**src/rtl/iq_drive_gen.sv**
```systemverilog
// Interleaved I/Q drive source: local-bus I/Q targets are slew-limited, pulse-gated by a
// small FSM and emitted as a time-multiplexed 18-bit drive word with its I/Q slot flag.
module iq_drive_gen #(
    parameter logic [14:0] BASE_ADDR = 15'h0100
) (
    input  logic        clk,
    input  logic        rst,
    input  logic [31:0] lb_data,
    input  logic [14:0] lb_addr,
    input  logic        lb_write,
    output logic        iq,
    output logic [17:0] drive,
    output logic [1:0]  state,
    output logic        busy
);

    localparam int unsigned DW   = 18;
    localparam int unsigned SW   = 16;
    localparam int unsigned CW   = 24;
    localparam int unsigned NREG = 5;

    typedef enum logic [1:0] {
        S_IDLE      = 2'd0,
        S_RAMP_UP   = 2'd1,
        S_HOLD      = 2'd2,
        S_RAMP_DOWN = 2'd3
    } state_t;

    state_t          state_q, state_d;
    logic            iq_q, iq_d;
    logic            busy_q, busy_d;
    logic [DW-1:0]   drive_q, drive_d;
    logic [DW-1:0]   cur_i_q, cur_i_d;
    logic [DW-1:0]   cur_q_q, cur_q_d;
    logic [DW-1:0]   tgt_i_q, tgt_i_d;
    logic [DW-1:0]   tgt_q_q, tgt_q_d;
    logic [SW-1:0]   slew_q, slew_d;
    logic [CW-1:0]   plen_q, plen_d;
    logic [CW-1:0]   cnt_q, cnt_d;
    logic            en_q, en_d;
    logic            trig_q, trig_d;

    logic [NREG-1:0] wr_sel;
    logic            tick;
    logic            run;
    logic            trig_set;
    logic            at_tgt;
    logic            at_zero;
    logic [DW-1:0]   goal_i;
    logic [DW-1:0]   goal_q;
    logic            unused_lb;

    assign unused_lb = ^lb_data[31:24];

    // Fold -2^17 onto -(2^17-1) so every target has a representable negation.
    function automatic logic [DW-1:0] sym_clip(input logic [DW-1:0] v);
        logic [DW-1:0] most_neg;
        most_neg = {1'b1, {(DW-1){1'b0}}};
        return (v == most_neg) ? (most_neg + DW'(1)) : v;
    endfunction

    // One slew-limited step of cur toward goal; never overshoots.
    function automatic logic [DW-1:0] slew_step(input logic [DW-1:0] cur,
                                                input logic [DW-1:0] goal,
                                                input logic [SW-1:0] slew);
        logic signed [DW:0] diff;
        logic signed [DW:0] mag;
        logic signed [DW:0] lim;
        logic signed [DW:0] step;
        logic signed [DW:0] sum;
        diff = $signed({goal[DW-1], goal}) - $signed({cur[DW-1], cur});
        mag  = diff[DW] ? -diff : diff;
        lim  = $signed({{(DW+1-SW){1'b0}}, slew});
        if (slew == '0 || mag <= lim) begin
            step = diff;
        end else begin
            step = diff[DW] ? -lim : lim;
        end
        sum = $signed({cur[DW-1], cur}) + step;
        return sum[DW-1:0];
    endfunction

    always_comb begin
        for (int n = 0; n < int'(NREG); n++) begin
            wr_sel[n] = lb_write && (lb_addr == BASE_ADDR + 15'(n));
        end
    end

    always_comb begin
        iq_d     = ~iq_q;
        state_d  = state_q;
        drive_d  = cur_q_q;
        cur_i_d  = cur_i_q;
        cur_q_d  = cur_q_q;
        tgt_i_d  = tgt_i_q;
        tgt_q_d  = tgt_q_q;
        slew_d   = slew_q;
        plen_d   = plen_q;
        cnt_d    = cnt_q;
        en_d     = en_q;
        trig_d   = trig_q;
        tick     = ~iq_q;
        run      = 1'b0;
        goal_i   = '0;
        goal_q   = '0;
        at_tgt   = 1'b0;
        at_zero  = 1'b0;
        trig_set = wr_sel[4] & lb_data[1] & lb_data[0];

        // Bus writes land in the registers; the FSM below always sees the pre-write values.
        if (wr_sel[0]) tgt_i_d = sym_clip(lb_data[DW-1:0]);
        if (wr_sel[1]) tgt_q_d = sym_clip(lb_data[DW-1:0]);
        if (wr_sel[2]) slew_d  = lb_data[SW-1:0];
        if (wr_sel[3]) plen_d  = lb_data[CW-1:0];
        if (wr_sel[4]) en_d    = lb_data[0];

        if (tick) begin
            run     = ((state_q == S_RAMP_UP) || (state_q == S_HOLD)) && en_q;
            goal_i  = run ? tgt_i_q : '0;
            goal_q  = run ? tgt_q_q : '0;
            cur_i_d = slew_step(cur_i_q, goal_i, slew_q);
            cur_q_d = slew_step(cur_q_q, goal_q, slew_q);
            drive_d = cur_i_d;
            at_tgt  = (cur_i_d == tgt_i_q) && (cur_q_d == tgt_q_q);
            at_zero = (cur_i_d == '0) && (cur_q_d == '0);
            trig_d  = trig_set;

            unique case (state_q)
                S_IDLE: begin
                    if (en_q && trig_q) begin
                        state_d = S_RAMP_UP;
                        cnt_d   = plen_q;
                    end
                end
                S_RAMP_UP: begin
                    if (!en_q) begin
                        state_d = S_RAMP_DOWN;
                    end else begin
                        if (trig_q) cnt_d = plen_q;
                        if (at_tgt) state_d = S_HOLD;
                    end
                end
                S_HOLD: begin
                    if (!en_q) begin
                        state_d = S_RAMP_DOWN;
                    end else begin
                        if (!at_tgt) state_d = S_RAMP_UP;
                        if (trig_q) begin
                            cnt_d = plen_q;
                        end else if (at_tgt && plen_q != '0) begin
                            if (cnt_q <= CW'(1)) begin
                                cnt_d   = '0;
                                state_d = S_RAMP_DOWN;
                            end else begin
                                cnt_d = cnt_q - CW'(1);
                            end
                        end
                    end
                end
                S_RAMP_DOWN: begin
                    if (en_q && trig_q) begin
                        state_d = S_RAMP_UP;
                        cnt_d   = plen_q;
                    end else if (at_zero) begin
                        state_d = S_IDLE;
                    end
                end
                default: state_d = S_IDLE;
            endcase
        end else begin
            trig_d = trig_q | trig_set;
        end

        busy_d = (state_d != S_IDLE);
    end

    always_ff @(posedge clk) begin
        if (rst) begin
            state_q <= S_IDLE;
            iq_q    <= 1'b0;
            busy_q  <= 1'b0;
            drive_q <= '0;
            cur_i_q <= '0;
            cur_q_q <= '0;
            tgt_i_q <= '0;
            tgt_q_q <= '0;
            slew_q  <= '0;
            plen_q  <= '0;
            cnt_q   <= '0;
            en_q    <= 1'b0;
            trig_q  <= 1'b0;
        end else begin
            state_q <= state_d;
            iq_q    <= iq_d;
            busy_q  <= busy_d;
            drive_q <= drive_d;
            cur_i_q <= cur_i_d;
            cur_q_q <= cur_q_d;
            tgt_i_q <= tgt_i_d;
            tgt_q_q <= tgt_q_d;
            slew_q  <= slew_d;
            plen_q  <= plen_d;
            cnt_q   <= cnt_d;
            en_q    <= en_d;
            trig_q  <= trig_d;
        end
    end

    assign iq    = iq_q;
    assign drive = drive_q;
    assign state = state_q;
    assign busy  = busy_q;

endmodule

```
**config.mk**
```make
export PLATFORM = sky130hd
export DESIGN_NAME = iq_drive_gen
export DESIGN_NICKNAME = d
export VERILOG_FILES = /design/src/rtl/iq_drive_gen.sv
export SDC_FILE = /design/constraint.sdc
export NUM_CORES = 1
export LEC_CHECK = 0
export CAP_MARGIN = 10
export CORE_ASPECT_RATIO = 0.5
export CORE_MARGIN = 4
export CORE_UTILIZATION = 60
export DETAILED_ROUTE_END_ITERATION = 12
export HOLD_SLACK_MARGIN = 0.1
export PLACE_DENSITY = 0.8
export REMOVE_ABC_BUFFERS = 1
export SYNTH_ARGS = -nofsm -noshare
export SYNTH_HDL_FRONTEND = slang
export SYNTH_SLANG_ARGS = --single-unit
```
**constraint.sdc**
```tcl
create_clock -name clk -period 15 [get_ports clk]
set_clock_uncertainty 0.1 [all_clocks]
set_input_delay 1.5 -clock clk [delete_from_list [all_inputs] [get_ports clk]]
set_output_delay 1.5 -clock clk [all_outputs]
set_load 0.05 [all_outputs]
```
# After elaboration in Yosys (flattened, before gate mapping)
# Cells that the tools add are included.
# totals
register_bits	160
latch_bits	0
ram_bits	0
romBits	0
input_bits	50
output_inout_bits	22
elab_cells	98
memories	0
# classes
add_sub_neg	8
n_mul	0
div	0
magnitude_cmp	3
eq_ne	16
n_shift	0
mux	33
bitwise	4
reduce_logical	21
# op_table
op	n
2-to-1 mux 18 bit	10
2-to-1 mux 24 bit	7
equality test 15 x 9 -> 1 bit (second input constant)	5
one-hot mux 24 bit (3 select lines)	1
<= comparator 19 x 17 -> 1 bit	2
2-to-1 mux 19 bit	2
negator 19 bit	2
subtractor 18 x 18 -> 19 bit	2
adder 18 bit	2
equality test 18 bit	2
logical NOT 18 bit	2
<= comparator 24 x 1 -> 1 bit (second input constant)	1
nonzero test 24 bit	1
subtractor 24 x 1 -> 24 bit (second input constant)	1
2-to-1 mux 2 bit	11
equality test 18 bit (second input constant)	1
negator 16 -> 18 bit	1
logical NOT 16 bit	1
logical AND 1 bit	10
one-hot mux 2 bit (4 select lines)	1
inequality test 2 bit (second input constant)	3
AND reduction 6 bit	1
equality test 2 bit (second input constant)	2
logical OR 1 bit	3
10 further kinds	11

# Longest topological paths before layout
# logic_depth
ltp_word	22
depth_mapped	48
depth_no_buf	42

# Worst setup path before layout
# OpenSTA, ideal clock, no wires.
# synth_timing
path_kind	reg-to-reg
from	register state_q[0] (netlist: state[0])
to	register cnt_q[8]
setup_time_ps	117
arrival_ps	9968
required_time_ps	14783
path_slack_ps	4814
stages_incl_launch_ff	48
path_buffers	7
period_less_slack_ps	10186
cell_sequence	dfxtp_1 inv_1 ha_1 clkbuf_1 clkbuf_1 nand3_1 ha_1 inv_1 fa_1 a211oi_1 o211ai_1 and3_1 o32a_1 nor2b_1 o22ai_2 clkbuf_1 o21ai_0 xnor2_1 [... 12 more ...] ha_1 clkbuf_1 a21oi_1 nor3_1 or4_1 a2111oi_0 nand4_1 nor4_1 nand4_1 nor4_1 nand4_1 nor4_1 and3_2 a41oi_2 a211oi_4 buf_6 o21ai_1 a32o_1
# synth_via
elab_chain_len	17
word_cells_on_any_way	38
classes_between	add/sub (6); order compare (2); eq/ne (10); mux (11); reduce/logical (9)
# synth_lines
element	line_no	source
start: declaration	29	state_t state_q, state_d;
start signal: assignment	193	state_q <= state_d;
equality test 2 x 1 -> 1 bit or equality test 2 bit (tied branches)	118, 128	
logical OR 1 bit	118	run = ((state_q == S_RAMP_UP) || (state_q == S_HOLD)) && en_q;
logical AND 1 bit	118	
2-to-1 mux 18 bit (on tied branches)	119, 120	
subtractor 18 x 18 -> 19 bit	71	diff = $signed({goal[DW-1], goal}) - $signed({cur[DW-1], cur});
negator 19 bit	72	mag = diff[DW] ? -diff : diff;
2-to-1 mux 19 bit	72	
<= comparator 19 x 17 -> 1 bit	74	if (slew == '0 || mag <= lim) begin
logical OR 1 bit	74	
2-to-1 mux 18 bit	74	
2-to-1 mux 18 bit	117	if (tick) begin
adder 18 bit	79	sum = $signed({cur[DW-1], cur}) + step;
equality test 18 bit	124	at_tgt = (cur_i_d == tgt_i_q) && (cur_q_d == tgt_q_q);
logical AND 1 bit	124	
logical AND 1 bit	150	end else if (at_tgt && plen_q != '0) begin
inequality test 3 x 2 -> 1 bit (no source line)	-	
AND reduction 6 bit (no source line)	-	
end signal: assignment	203	cnt_q <= cnt_d;
end: declaration	39	logic [CW-1:0] cnt_q, cnt_d;
# Several ways; a longest one is shown, not always the timed one. The select of a mux whose other input is x is not followed.
# A chain may end at the register's enable or synchronous reset.

# Final worst setup path
# layout_timing
from	register state_q[0] (netlist: state[0])
to	register cnt_q[5]
# Same word-level chain as after synthesis.

==> results by group <==
Power and ir drop
  • Internal: 1.79 mW
  • Comb pwr share: 72.0%
  • Peak supply drop: between 100 and 150 uV
  • Clock power share: 13.1%
  • Pleak: ~6.3 nW
  • Power Total: approximately 3.6 mW
  • Switching Share: approximately 50%
  • Part of the power in registers: about 15%
  • Power density over the cells: 236 nW/um^2
  • Sw power: 1.80 mW

Floorplanning
  • Ports: just over 70
  • Core Area: around 22000 um^2
  • Site Rows: 38
  • Initial core utilization: between 60% and 70%
  • Die width: roughly 220 um
  • Die height: 115 um
  • Die area: about 26000 um^2

GRT
  • Met1 Use GR: approximately half
  • Met2 GRT Util: 46.7%
  • Pin count of the biggest net entering global routing: 72
  • Met3 GRT Util: between 8 and 9%
  • Initial antenna violation count: 0
  • Vias in the first global route: 12300
  • GRT overflow: 0
  • GRT Max-Usage Layer: met1
  • Global-route wire length before repair: about 66000 um
  • GRT Total Usage: 32.7%

Placement
  • DP Wirelength: ~32000 um
  • Routability cong.: about 1
  • Cell count after placement: 2141
  • Port-buffer cells: 63

Critical path
  • Critical-path top delay cell: nor4_1
  • Critical path required time: 15.25 ns
  • Max FO, Critical Path: 40
  • CP Class: reg2reg
  • CP max stage delay: ~0.59 ns
  • Crit. End Element: flop
  • CP startpoint kind: flop
  • Critical Path AT: 11.58 ns

Final layout
  • Layout net count: between 2000 and 2500
  • Syn-to-layout area delta: 10.2%
  • Antenna diode count: 0
  • Final non-filler cell total: around 2200
  • Final core utilization: 68.6%
  • Layout cell share with drive strength beyond 1: under 10%
  • Fillers: 1884

Worst hold path
  • Hold Crit Class: reg2reg

STA
  • Fmax: ~0.09 GHz
  • Final Max Tran Viols: 0
  • Tightest Pin Transition: roughly 1 ns
  • Final period util: between 70% and 80%
  • Final setup fails: 0
  • Unrepaired setup endpoints after global routing: no
  • Fin crit period: approximately 11 ns
  • Hold Fails Final Rpt: 0
  • Fin Setup TNS: 0 ns
  • Rel. slew slack: between 30% and 40%

Route
  • Post-DRT Antenna Nets: 0
  • DRC: 0
  • DRT Pass-1 Iters: 5
  • Vias/cell: ~6.2
  • DR iter-0 viols: 1548
  • Routed len/inst: 19.3 um
  • Vias: around 13000
  • Final WL: roughly 42000 um

Yosys
  • Sequential element share of the synthesized area: between 20% and 30%
  • Top-count cell post-synth: nand2_1
  • Synth top area share: 23.3%
  • Yosys warnings: 0
  • Synth Flop Type: dfxtp_1
  • Area leader, netlist: dfxtp_1
  • Cell Area, Synth: roughly 14000 um^2
  • EDFF count, synth: 0
  • FFs w/ async S/R, synth: 0%
  • Yosys cell types: 89
  • Syn avg cell area: between 7 and 8 um^2
  • Most instantiated cells after synthesis: nand2_1, a21oi_1, dfxtp_1
  • Area contributors post-synth: dfxtp_1, ha_1, nand2_1
  • Synth Register Bits: 160
  • Cell count after synthesis: approximately 1800

Clocking
  • Post-CTS sizing: 0
  • Clock buffer depth: 2
  • TritonCTS clock tree: done
  • # hold bufs at CTS: 0
  • Root buffer selected by CTS: clkbuf_16
  • H-tree levels: 4
  • # Post-CTS Setup Buffers: 0
  • CTS buffer count: 17
  • Clock sink count: 160
  • CTS clk-pin slew, worst paths: ~0.07 ns
  • Clk_lat worst skew: 0.46 ns

Status
  • Outcome: finished, final reports clean

Run
  • MaxCap Viol Count: 0
-- path summary, 6_finish.rpt --
check | cells after the start | startpoint | slack [ns] | to
max reg2reg | 43 | state[0] | 3.67 | cnt_q[5]
min | 2 | plen_q[20] | 0.38 | plen_q[20]
max | 43 | state[0] | 3.67 | cnt_q[5]
min reg2reg | 2 | plen_q[20] | 0.38 | plen_q[20]
-- layer usage --
metal	up-vias	wire length, um	part of all wire [%]
met5	-	0	0
met4	0	597	1.4
met3	48	5290	13
met2	594	16700	40
met1	6260	19300	46
li1	6577	-	-
-- through the flow --
stage	setup slack [ns]	hold WS, ns	area, um^2
4_1_cts	3.83	0.381	15200
3_5_place_dp	3.89	0.370	14600
5_1_grt	2.68	0.399	15200
2_1_floorplan	3.59	0.339	13400
3_3_place_gp	3.99	0.360	14600
6_report	3.67	0.380	15200
-- critical path: cells and delay by family, from the launching register on --
kind / cells / cell delay [ns]
compound gates: 14 / 3.08
xor+xnor: 3 / 0.63
fa+ha+maj: 6 / 1.93
buf+inv: 5 / 1.22
flops: 1 / 0.45
mux: 1 / 0.24
simple gates: 14 / 3.50
-- cell usage in the layout (no fill, tap or decap), types with 7 or more instances in the layout --
master and n:
o21bai_1 9, nor2b_1 13, nor2_1 153, clkbuf_16 17
ha_1 117, nand3_1 31, dfxtp_1 159, inv_1 90
and2_1 12, a211oi_1 22, buf_4 17, nand2_1 303
or3_1 13, nand4_1 21, a21oi_1 168, and3_1 45
o31ai_1 9, nor4_1 29, xnor2_1 107, a21o_1 36
a31oi_1 16, xor2_1 39, clkdlybuf4s50_1 62, o21ai_1 7
o21a_1 11, a32o_1 11, mux2i_1 46, or2_2 12
nor3_1 52, o211ai_1 15, nand2b_1 20, o21ai_0 75
-- kinds of logic after synthesis --
group	count (synthesis)	share of synthesized area, %
muxes	48	3.51
AOI/OAI and AO/OA	449	21.3
xor gates and xnor gates	154	10.6
buffers and inverters	178	5.13
DFF	160	23.3
and+or+nand+nor	739	25.1
adders and majority gates	121	11.2
-- layout make-up --
cell class	count	area (um^2)	share of cell area [%]
multi-input cells	1511	9880	65.1
flip-flops and latches	160	3200	21.1
repair buffers	79	748	4.93
clock buffers	17	425	2.80
well taps	300	375	2.47
inverters	91	342	2.25
clock inverters	15	196	1.29
-- state kept, by name (all words and copies together) (netlist names) --
signal,cells
trig_q,1
drive,18
en_q,1
cur_q_q,18
cnt_q,24
slew_q,16
cur_i_q,18
tgt_i_q,18
iq,1
state,2
plen_q,24
busy,1
tgt_q_q,18
-- power by group through the flow --
stage / Sequential, mW / Combinational (mW) / Clock [mW]
after CTS: 0.534 / 2.53 / 0.471
after floorplan: 0.590 / 1.91 / 0
after detailed placement: 0.543 / 2.51 / 0
after global routing: 0.542 / 2.85 / 0.491
final: 0.538 / 2.58 / 0.468
after global placement: 0.542 / 2.48 / 0
(Power assumes the default switching activity.)
